$ cat src/rtl/rgb_stream_scoreboard_if.sv
// Handshake bundle between a reference-model pusher / DUT monitor and the scoreboard.
// The master drives the expected and observed beats; the slave (scoreboard) returns exp_ready_o.
interface rgb_stream_scoreboard_if #(
    parameter int DW = 27
) ();
    logic          exp_valid_i;
    logic          exp_ready_o;
    logic [DW-1:0] exp_data_i;
    logic          act_valid_i;
    logic          act_ready_i;
    logic [DW-1:0] act_data_i;

    modport master (
        output exp_valid_i, exp_data_i, act_valid_i, act_ready_i, act_data_i,
        input  exp_ready_o
    );

    modport slave (
        input  exp_valid_i, exp_data_i, act_valid_i, act_ready_i, act_data_i,
        output exp_ready_o
    );
endinterface

$ cat src/rtl/rgb_stream_scoreboard.sv
// In-order pixel-stream scoreboard: expected-beat FIFO, one-stage compare, saturating result counters.
// Optional RGB_SB_CAPTURE_EN adds capture of the first mismatching pair and its cycle stamp.
module rgb_stream_scoreboard #(
    parameter int NCHAN = 3,
    parameter int CW    = 8,
    parameter int SBW   = 3,
    parameter int DEPTH = 8,
    parameter int TOL   = 3,
    parameter int CNTW  = 16,
    parameter int HALT  = 1,
    localparam int DW   = NCHAN*CW+SBW,
    localparam int AW   = $clog2(DEPTH)
) (
    input  logic                  clk_i,
    input  logic                  rst_ni,
    input  logic                  clear_i,
    rgb_stream_scoreboard_if.slave bus,
    output logic [AW:0]           fill_o,
    output logic [CNTW-1:0]       match_cnt_o,
    output logic [CNTW-1:0]       margin_cnt_o,
    output logic [CNTW-1:0]       mismatch_cnt_o,
    output logic                  underflow_o,
    output logic                  overflow_o,
    output logic                  error_o,
    output logic                  halted_o
`ifdef RGB_SB_CAPTURE_EN
    ,
    output logic [DW-1:0]         err_exp_o,
    output logic [DW-1:0]         err_act_o,
    output logic [31:0]           err_cyc_o
`endif
);
    typedef enum logic {ST_RUN, ST_HALTED} state_t;

    state_t            state_q, state_d;
    logic [DW-1:0]     mem_q [DEPTH];
    logic [AW:0]       wr_q, wr_d, rd_q, rd_d, fill;
    logic              cmp_vld_q, cmp_vld_d;
    logic [DW-1:0]     cmp_exp_q, cmp_exp_d, cmp_act_q, cmp_act_d;
    logic [CNTW-1:0]   match_q, match_d, margin_q, margin_d, mis_q, mis_d;
    logic              uf_q, uf_d, of_q, of_d, err_q, err_d;

    logic              empty, full, act_fire, push, pop, classify, halt_now, run_ok;
    logic              sb_diff, is_mis, is_match, uf_evt, of_evt;
    logic [NCHAN-1:0]  ch_eq, ch_out;

    function automatic logic [CNTW-1:0] sat_inc(input logic [CNTW-1:0] v);
        return (&v) ? v : v + 1'b1;
    endfunction

    // Per-channel absolute difference, one bit wider than the channel so it never wraps.
    generate
        for (genvar gi = 0; gi < NCHAN; gi++) begin : g_chan
            logic [CW:0] e_w, a_w, diff_w;
            assign e_w       = {1'b0, cmp_exp_q[SBW+CW*gi +: CW]};
            assign a_w       = {1'b0, cmp_act_q[SBW+CW*gi +: CW]};
            assign diff_w    = (e_w >= a_w) ? (e_w - a_w) : (a_w - e_w);
            assign ch_eq[gi] = (diff_w == '0);
            assign ch_out[gi] = (diff_w > (CW+1)'(TOL));
        end
    endgenerate

    assign sb_diff  = cmp_exp_q[SBW-1:0] != cmp_act_q[SBW-1:0];
    assign is_mis   = sb_diff | (|ch_out);
    assign is_match = ~is_mis & (&ch_eq);

    assign fill     = wr_q - rd_q;
    assign empty    = (fill == '0);
    assign full     = (fill == (AW+1)'(DEPTH));
    assign act_fire = bus.act_valid_i & bus.act_ready_i;
    assign classify = cmp_vld_q & (state_q == ST_RUN);
    assign halt_now = classify & is_mis & (HALT != 0);
    // The cycle that classifies a halting mismatch already behaves as HALTED, so no beat slips through.
    assign run_ok   = (state_q == ST_RUN) & ~halt_now;
    assign pop      = act_fire & run_ok & ~empty & ~clear_i;
    assign bus.exp_ready_o = ~full | pop;
    assign push     = bus.exp_valid_i & bus.exp_ready_o & ~clear_i;
    assign uf_evt   = act_fire & empty & run_ok;
    assign of_evt   = bus.exp_valid_i & ~bus.exp_ready_o;

    always_comb begin
        state_d   = state_q;
        wr_d      = wr_q;
        rd_d      = rd_q;
        cmp_vld_d = 1'b0;
        cmp_exp_d = cmp_exp_q;
        cmp_act_d = cmp_act_q;
        match_d   = match_q;
        margin_d  = margin_q;
        mis_d     = mis_q;
        uf_d      = uf_q;
        of_d      = of_q;
        err_d     = err_q;
        if (clear_i) begin
            state_d  = ST_RUN;
            wr_d     = '0;
            rd_d     = '0;
            match_d  = '0;
            margin_d = '0;
            mis_d    = '0;
            uf_d     = 1'b0;
            of_d     = 1'b0;
            err_d    = 1'b0;
        end else begin
            if (push) wr_d = wr_q + 1'b1;
            if (pop) begin
                rd_d      = rd_q + 1'b1;
                cmp_vld_d = 1'b1;
                cmp_exp_d = mem_q[rd_q[AW-1:0]];
                cmp_act_d = bus.act_data_i;
            end
            if (classify) begin
                if (is_mis)        mis_d    = sat_inc(mis_q);
                else if (is_match) match_d  = sat_inc(match_q);
                else               margin_d = sat_inc(margin_q);
            end
            if (halt_now) state_d = ST_HALTED;
            if (uf_evt)   uf_d    = 1'b1;
            if (of_evt)   of_d    = 1'b1;
            if (uf_evt || of_evt || (classify && is_mis)) err_d = 1'b1;
        end
    end

    always_ff @(posedge clk_i) begin
        if (push) mem_q[wr_q[AW-1:0]] <= bus.exp_data_i;
    end

    always_ff @(posedge clk_i or negedge rst_ni) begin
        if (!rst_ni) begin
            state_q   <= ST_RUN;
            wr_q      <= '0;
            rd_q      <= '0;
            cmp_vld_q <= 1'b0;
            cmp_exp_q <= '0;
            cmp_act_q <= '0;
            match_q   <= '0;
            margin_q  <= '0;
            mis_q     <= '0;
            uf_q      <= 1'b0;
            of_q      <= 1'b0;
            err_q     <= 1'b0;
        end else begin
            state_q   <= state_d;
            wr_q      <= wr_d;
            rd_q      <= rd_d;
            cmp_vld_q <= cmp_vld_d;
            cmp_exp_q <= cmp_exp_d;
            cmp_act_q <= cmp_act_d;
            match_q   <= match_d;
            margin_q  <= margin_d;
            mis_q     <= mis_d;
            uf_q      <= uf_d;
            of_q      <= of_d;
            err_q     <= err_d;
        end
    end

    assign fill_o         = fill;
    assign match_cnt_o    = match_q;
    assign margin_cnt_o   = margin_q;
    assign mismatch_cnt_o = mis_q;
    assign underflow_o    = uf_q;
    assign overflow_o     = of_q;
    assign error_o        = err_q;
    assign halted_o       = (state_q == ST_HALTED);

`ifdef RGB_SB_CAPTURE_EN
    logic [31:0]   cyc_q, cyc_d, ecyc_q, ecyc_d;
    logic [DW-1:0] eexp_q, eexp_d, eact_q, eact_d;
    logic          cap_q, cap_d;

    always_comb begin
        cyc_d  = cyc_q + 1'b1;
        ecyc_d = ecyc_q;
        eexp_d = eexp_q;
        eact_d = eact_q;
        cap_d  = cap_q;
        if (clear_i) begin
            ecyc_d = '0;
            eexp_d = '0;
            eact_d = '0;
            cap_d  = 1'b0;
        end else if (classify && is_mis && !cap_q) begin
            ecyc_d = cyc_q;
            eexp_d = cmp_exp_q;
            eact_d = cmp_act_q;
            cap_d  = 1'b1;
        end
    end

    always_ff @(posedge clk_i or negedge rst_ni) begin
        if (!rst_ni) begin
            cyc_q  <= '0;
            ecyc_q <= '0;
            eexp_q <= '0;
            eact_q <= '0;
            cap_q  <= 1'b0;
        end else begin
            cyc_q  <= cyc_d;
            ecyc_q <= ecyc_d;
            eexp_q <= eexp_d;
            eact_q <= eact_d;
            cap_q  <= cap_d;
        end
    end

    assign err_exp_o = eexp_q;
    assign err_act_o = eact_q;
    assign err_cyc_o = ecyc_q;
`endif
endmodule
$ cat src/flat_wrapper.sv
// flat-port wrapper written by rule: the top's interface ports become plain ports
module rgb_stream_scoreboard_flat 
#(
    parameter int NCHAN = 3,
    parameter int CW    = 8,
    parameter int SBW   = 3,
    parameter int DEPTH = 8,
    parameter int TOL   = 3,
    parameter int CNTW  = 16,
    parameter int HALT  = 1,
    localparam int DW   = NCHAN*CW+SBW,
    localparam int AW   = $clog2(DEPTH)
)
  (clk_i, rst_ni, clear_i, fill_o, match_cnt_o, margin_cnt_o, mismatch_cnt_o, underflow_o, overflow_o, error_o, halted_o, bus_exp_valid_i, bus_exp_data_i, bus_act_valid_i, bus_act_ready_i, bus_act_data_i, bus_exp_ready_o);
  rgb_stream_scoreboard_if bus_i ();
  input  logic clk_i;
  input  logic rst_ni;
  input  logic clear_i;
  output logic [AW:0] fill_o;
  output logic [CNTW-1:0] match_cnt_o;
  output logic [CNTW-1:0] margin_cnt_o;
  output logic [CNTW-1:0] mismatch_cnt_o;
  output logic underflow_o;
  output logic overflow_o;
  output logic error_o;
  output logic halted_o;
  input wire logic [$bits(bus_i.exp_valid_i)-1:0] bus_exp_valid_i;
  input wire logic [$bits(bus_i.exp_data_i)-1:0] bus_exp_data_i;
  input wire logic [$bits(bus_i.act_valid_i)-1:0] bus_act_valid_i;
  input wire logic [$bits(bus_i.act_ready_i)-1:0] bus_act_ready_i;
  input wire logic [$bits(bus_i.act_data_i)-1:0] bus_act_data_i;
  output wire logic [$bits(bus_i.exp_ready_o)-1:0] bus_exp_ready_o;
  assign bus_i.exp_valid_i = bus_exp_valid_i;
  assign bus_i.exp_data_i = bus_exp_data_i;
  assign bus_i.act_valid_i = bus_act_valid_i;
  assign bus_i.act_ready_i = bus_act_ready_i;
  assign bus_i.act_data_i = bus_act_data_i;
  assign bus_exp_ready_o = bus_i.exp_ready_o;
  rgb_stream_scoreboard #(.NCHAN(NCHAN), .CW(CW), .SBW(SBW), .DEPTH(DEPTH), .TOL(TOL), .CNTW(CNTW), .HALT(HALT)) u_core (.clk_i(clk_i), .rst_ni(rst_ni), .clear_i(clear_i), .bus(bus_i), .fill_o(fill_o), .match_cnt_o(match_cnt_o), .margin_cnt_o(margin_cnt_o), .mismatch_cnt_o(mismatch_cnt_o), .underflow_o(underflow_o), .overflow_o(overflow_o), .error_o(error_o), .halted_o(halted_o));
endmodule
$ cat config.mk
export PLATFORM = sky130hd
export DESIGN_NAME = rgb_stream_scoreboard_flat
export DESIGN_NICKNAME = d
export VERILOG_FILES = /design/src/rtl/rgb_stream_scoreboard_if.sv /design/src/rtl/rgb_stream_scoreboard.sv /design/src/flat_wrapper.sv
export SDC_FILE = /design/constraint.sdc
export NUM_CORES = 1
export LEC_CHECK = 0
export CORE_MARGIN = 1
export CORE_UTILIZATION = 30
export CTS_BUF_LIST = sky130_fd_sc_hd__clkbuf_4
export DETAILED_ROUTE_END_ITERATION = 8
export PLACE_DENSITY = 0.49
export SYNTH_ARGS = -nofsm -noshare
export SYNTH_HDL_FRONTEND = slang
export SYNTH_SLANG_ARGS = --single-unit
$ cat constraint.sdc
create_clock -name clk_i -period 5 [get_ports clk_i]
set_input_delay 0.5 -clock clk_i [delete_from_list [all_inputs] [get_ports clk_i]]
set_output_delay 0.5 -clock clk_i [all_outputs]
set_load 0.005 [all_outputs]
==> run_results.csv <==
group,metric,value,unit
outcome,outcome,"complete, no violations",
floorplanning,start_util,30.6,%
critical_path,crit_required,4.50,ns
layout,syn2layout_area_growth,20.0,%
timing,post-route-period-util,95.4,%
synthesis,yosysTopAreaCellShare,39.0,%
synthesis,yosys.cell_types.count,78,
pwr,ir_drop,235,uV
critical_path,arrival,4.27,ns
floorplanning,die_h,237,um
timing,finalWorstSetupSlack,0.229,ns
timing,slew_viol_final,0,
placement,place_hpwl,26400,um
clocking,cts.htree.levels,3,
global_routing,grt_remaining_overflow,0,
layout,fin_nets,1566,
critical_path,worstReg2RegStart,"u_core.cmp_act_q[4]",
timing,max-slew-margin-rel,39.4,%
timing,timing.fmax,0.210,GHz
min_path,hold_path_class,"in2async",
route,wl,41800,um
floorplanning,row_count,85,
layout,stdcell_count,2260,
synthesis,synth_cells,1265,
synthesis,async_flop_share,34.7,%
synthesis,ys_top_cells_by_area,"edfxtp_1, dfrtp_1, mux4_2",
critical_path,cp-end-kind,"output pin",
critical_path,r2r_end,"u_core.mem_q[7][13]",
global_routing,antenna_found_initial,6,
critical_path,path_max_fanout,6,
timing,fin_hold_ws,0.221,ns
synthesis,dominantRegCellSynth,"edfxtp_1",
global_routing,grt_max_degree,85,
critical_path,crit_type,"reg2out",
placement,placedCellCount,2078,
route,wl_per_cell,18.5,um
timing,tightest_slew,0.909,ns
route,vias,11100,
critical_path,r2r_setup_slack,1.05,ns
route,drt_iter0_markers,644,
timing,final-hold-violation-count,0,
floorplanning,die_w,237,um
layout,postLayoutCellArea,20000,sq um
clocking,clockRootBuffer,"clkbuf_4",
timing,fin_worst_skew,0.0625,ns
timing,period_needed,4.77,ns
global_routing,grt_pass1_wl,64600,um
synthesis,synth_top_cell_by_area,"edfxtp_1",
clocking,cts-buffers-inserted,95,
clocking,cts.sinks,331,
placement,io_buffers,116,
route,drcViolationCount,0,
route,postRouteAntennaNets,0,
floorplanning,io_pins,117,
critical_path,r2r_cells,13,
synthesis,syn_avg_cell_area,13.1,sq um
placement,post-place-ws,0.500,ns
pwr,powerDensity,528,nW/um^2
synthesis,synth-seq-cells,331,
timing,finalSetupViolations,0,
clocking,clockBufferDepth,3,
synthesis,synth_edf_count,216,
route,firstDrtPassIters,5,
synthesis,syn_nets,1388,
job,max_cap_violations,0,
clocking,worstSkewPairLatency,0.88,ns
synthesis,synthesis.area,16600,sq um
synthesis,ys_warn_count,0,
clocking,cts.clk_slew.worst_paths,0.06,ns
global_routing,track_usage,15.0,%
floorplanning,core-area,54300,sq um
placement,placed_area,18600,sq um
global_routing,grt_pass1_vias,11200,
route,vias_per_cell,4.91,
synthesis,seq_area_frac_synth,56.3,%
clocking,cts_tree,"yes",
critical_path,start_kind,"flip-flop",
pwr,power_leakage,7.57,nW
placement,gp_congestion,0.858,
layout,drive_above_1_share,18.8,%
floorplanning,die-area,56400,sq um
-- sequential cells by signal, indices dropped and copies added (netlist names) --
register               count
u_core.mem_q             216
u_core.cmp_act_q          27
u_core.cmp_exp_q          27
u_core.margin_cnt_o       16
u_core.match_cnt_o        16
u_core.mismatch_cnt_o     16
u_core.rd_q                4
u_core.wr_q                4
u_core.cmp_vld_q           1
u_core.error_o             1
u_core.halted_o            1
u_core.overflow_o          1
u_core.underflow_o         1
-- worst max-delay path: stages (launching register included) --
cell and delay, ns:
dfrtp_2 0.42, inv_1 0.09, ha_1 0.33, and3b_1 0.22, o21a_2 0.25, o21a_1 0.24
nor2_1 0.12, mux2_2 0.37, nor4_4 0.37, and4_4 0.32, a21boi_4 0.10, inv_1 0.11
clkdlybuf4s50_1 0.50
-- Yosys cell counts (13+ instances only) --
cell      instances
a21o_1           18
a21oi_1          46
and3_1           15
clkbuf_1         31
dfrtp_1         115
edfxtp_1        216
ha_1             56
inv_1            79
mux2_1           54
mux2_2           15
mux2i_1          51
mux4_2           54
nand2_1          41
nand2b_1         13
nand3_1          37
nand4_1          31
nor2_1           89
nor2b_1          39
nor3_1           33
o211ai_1         15
o21ai_0          17
-- kinds of logic after synthesis --
group,share of synthesized area (%)
flops,56.3
buf+inv,3.61
simple gates,11.7
mux,15.1
xor+xnor,0.895
compound gates,7.40
fa+ha+maj,5.06
-- worst max-delay path by stage --
stage | slack (ns) | cells past startpoint | startpoint | to
2_1_floorplan | 0.52 | 13 | u_core.cmp_act_q[4] | u_core.mem_q[0][0]
3_3_place_gp | 0.55 | 12 | u_core.cmp_act_q[22] | bus_exp_ready_o
3_5_place_dp | 0.50 | 12 | u_core.cmp_act_q[22] | bus_exp_ready_o
4_1_cts | 0.01 | 12 | u_core.cmp_act_q[4] | bus_exp_ready_o
5_1_grt | -0.03 | 12 | u_core.cmp_act_q[4] | bus_exp_ready_o
6_report | 0.23 | 12 | u_core.cmp_act_q[4] | bus_exp_ready_o
-- per-stage QoR --
step,util (%),TNS [ns],total power [W]
2_1_floorplan,-,0,0.00674
6_report,36.7,0,0.0105
3_3_place_gp,34.2,0,0.00791
3_5_place_dp,34.2,0,0.00791
4_1_cts,36.6,0,0.0106
5_1_grt,36.7,-0.0275,0.0113
-- layer usage --
metal	vias to the layer above	global-route usage [%]	part of all wire, %
met2	268	24.4	47
met1	5563	19.5	46
met4	2	5.22	2.3
met3	79	3.77	4.9
li1	5185	-	-
met5	-	0	0.029
-- layout make-up --
class / count / area, sq um
sequential: 331 / 9370
clock buffer: 138 / 1040
clock inverter: 26 / 176
inverter: 79 / 297
timing repair buffer: 145 / 1380
fill: 5294 / 34400
multi-input combinational: 791 / 6740
tap: 739 / 925
antenna: 11 / 27.5
-- placed cells by master (no fill, tap or decap), types with 17 or more instances in the layout --
master / n
edfxtp_1: 216
clkbuf_4: 138
clkdlybuf4s50_1: 114
dfrtp_1: 112
nor2_1: 81
inv_1: 79
mux2_1: 54
mux4_2: 54
ha_1: 52
mux2i_1: 51
a21oi_1: 44
nand2_1: 41
nor2b_1: 39
nand3_1: 37
nor3_1: 33
nand4_1: 31
buf_4: 29
a21o_1: 18
o21ai_0: 17
-- power by group --
part | internal (W) | switching, W | leakage (nW)
Sequential | 0.00328 | 0.000225 | 3.42
Clock | 0.00137 | 0.00120 | 0.721
Combinational | 0.00189 | 0.00255 | 3.43
-- what timing repair did --
action / CTS / global route
setup endpoints to repair: 1 / 1
hold buffers: 2 / 0
hold endpoints to repair: 53 / 0
pin swaps: 0 / 2
gates resized for setup: 5 / 8
setup buffers: 0 / 5
cloned: 0 / 0
(Power assumes the default switching activity.)
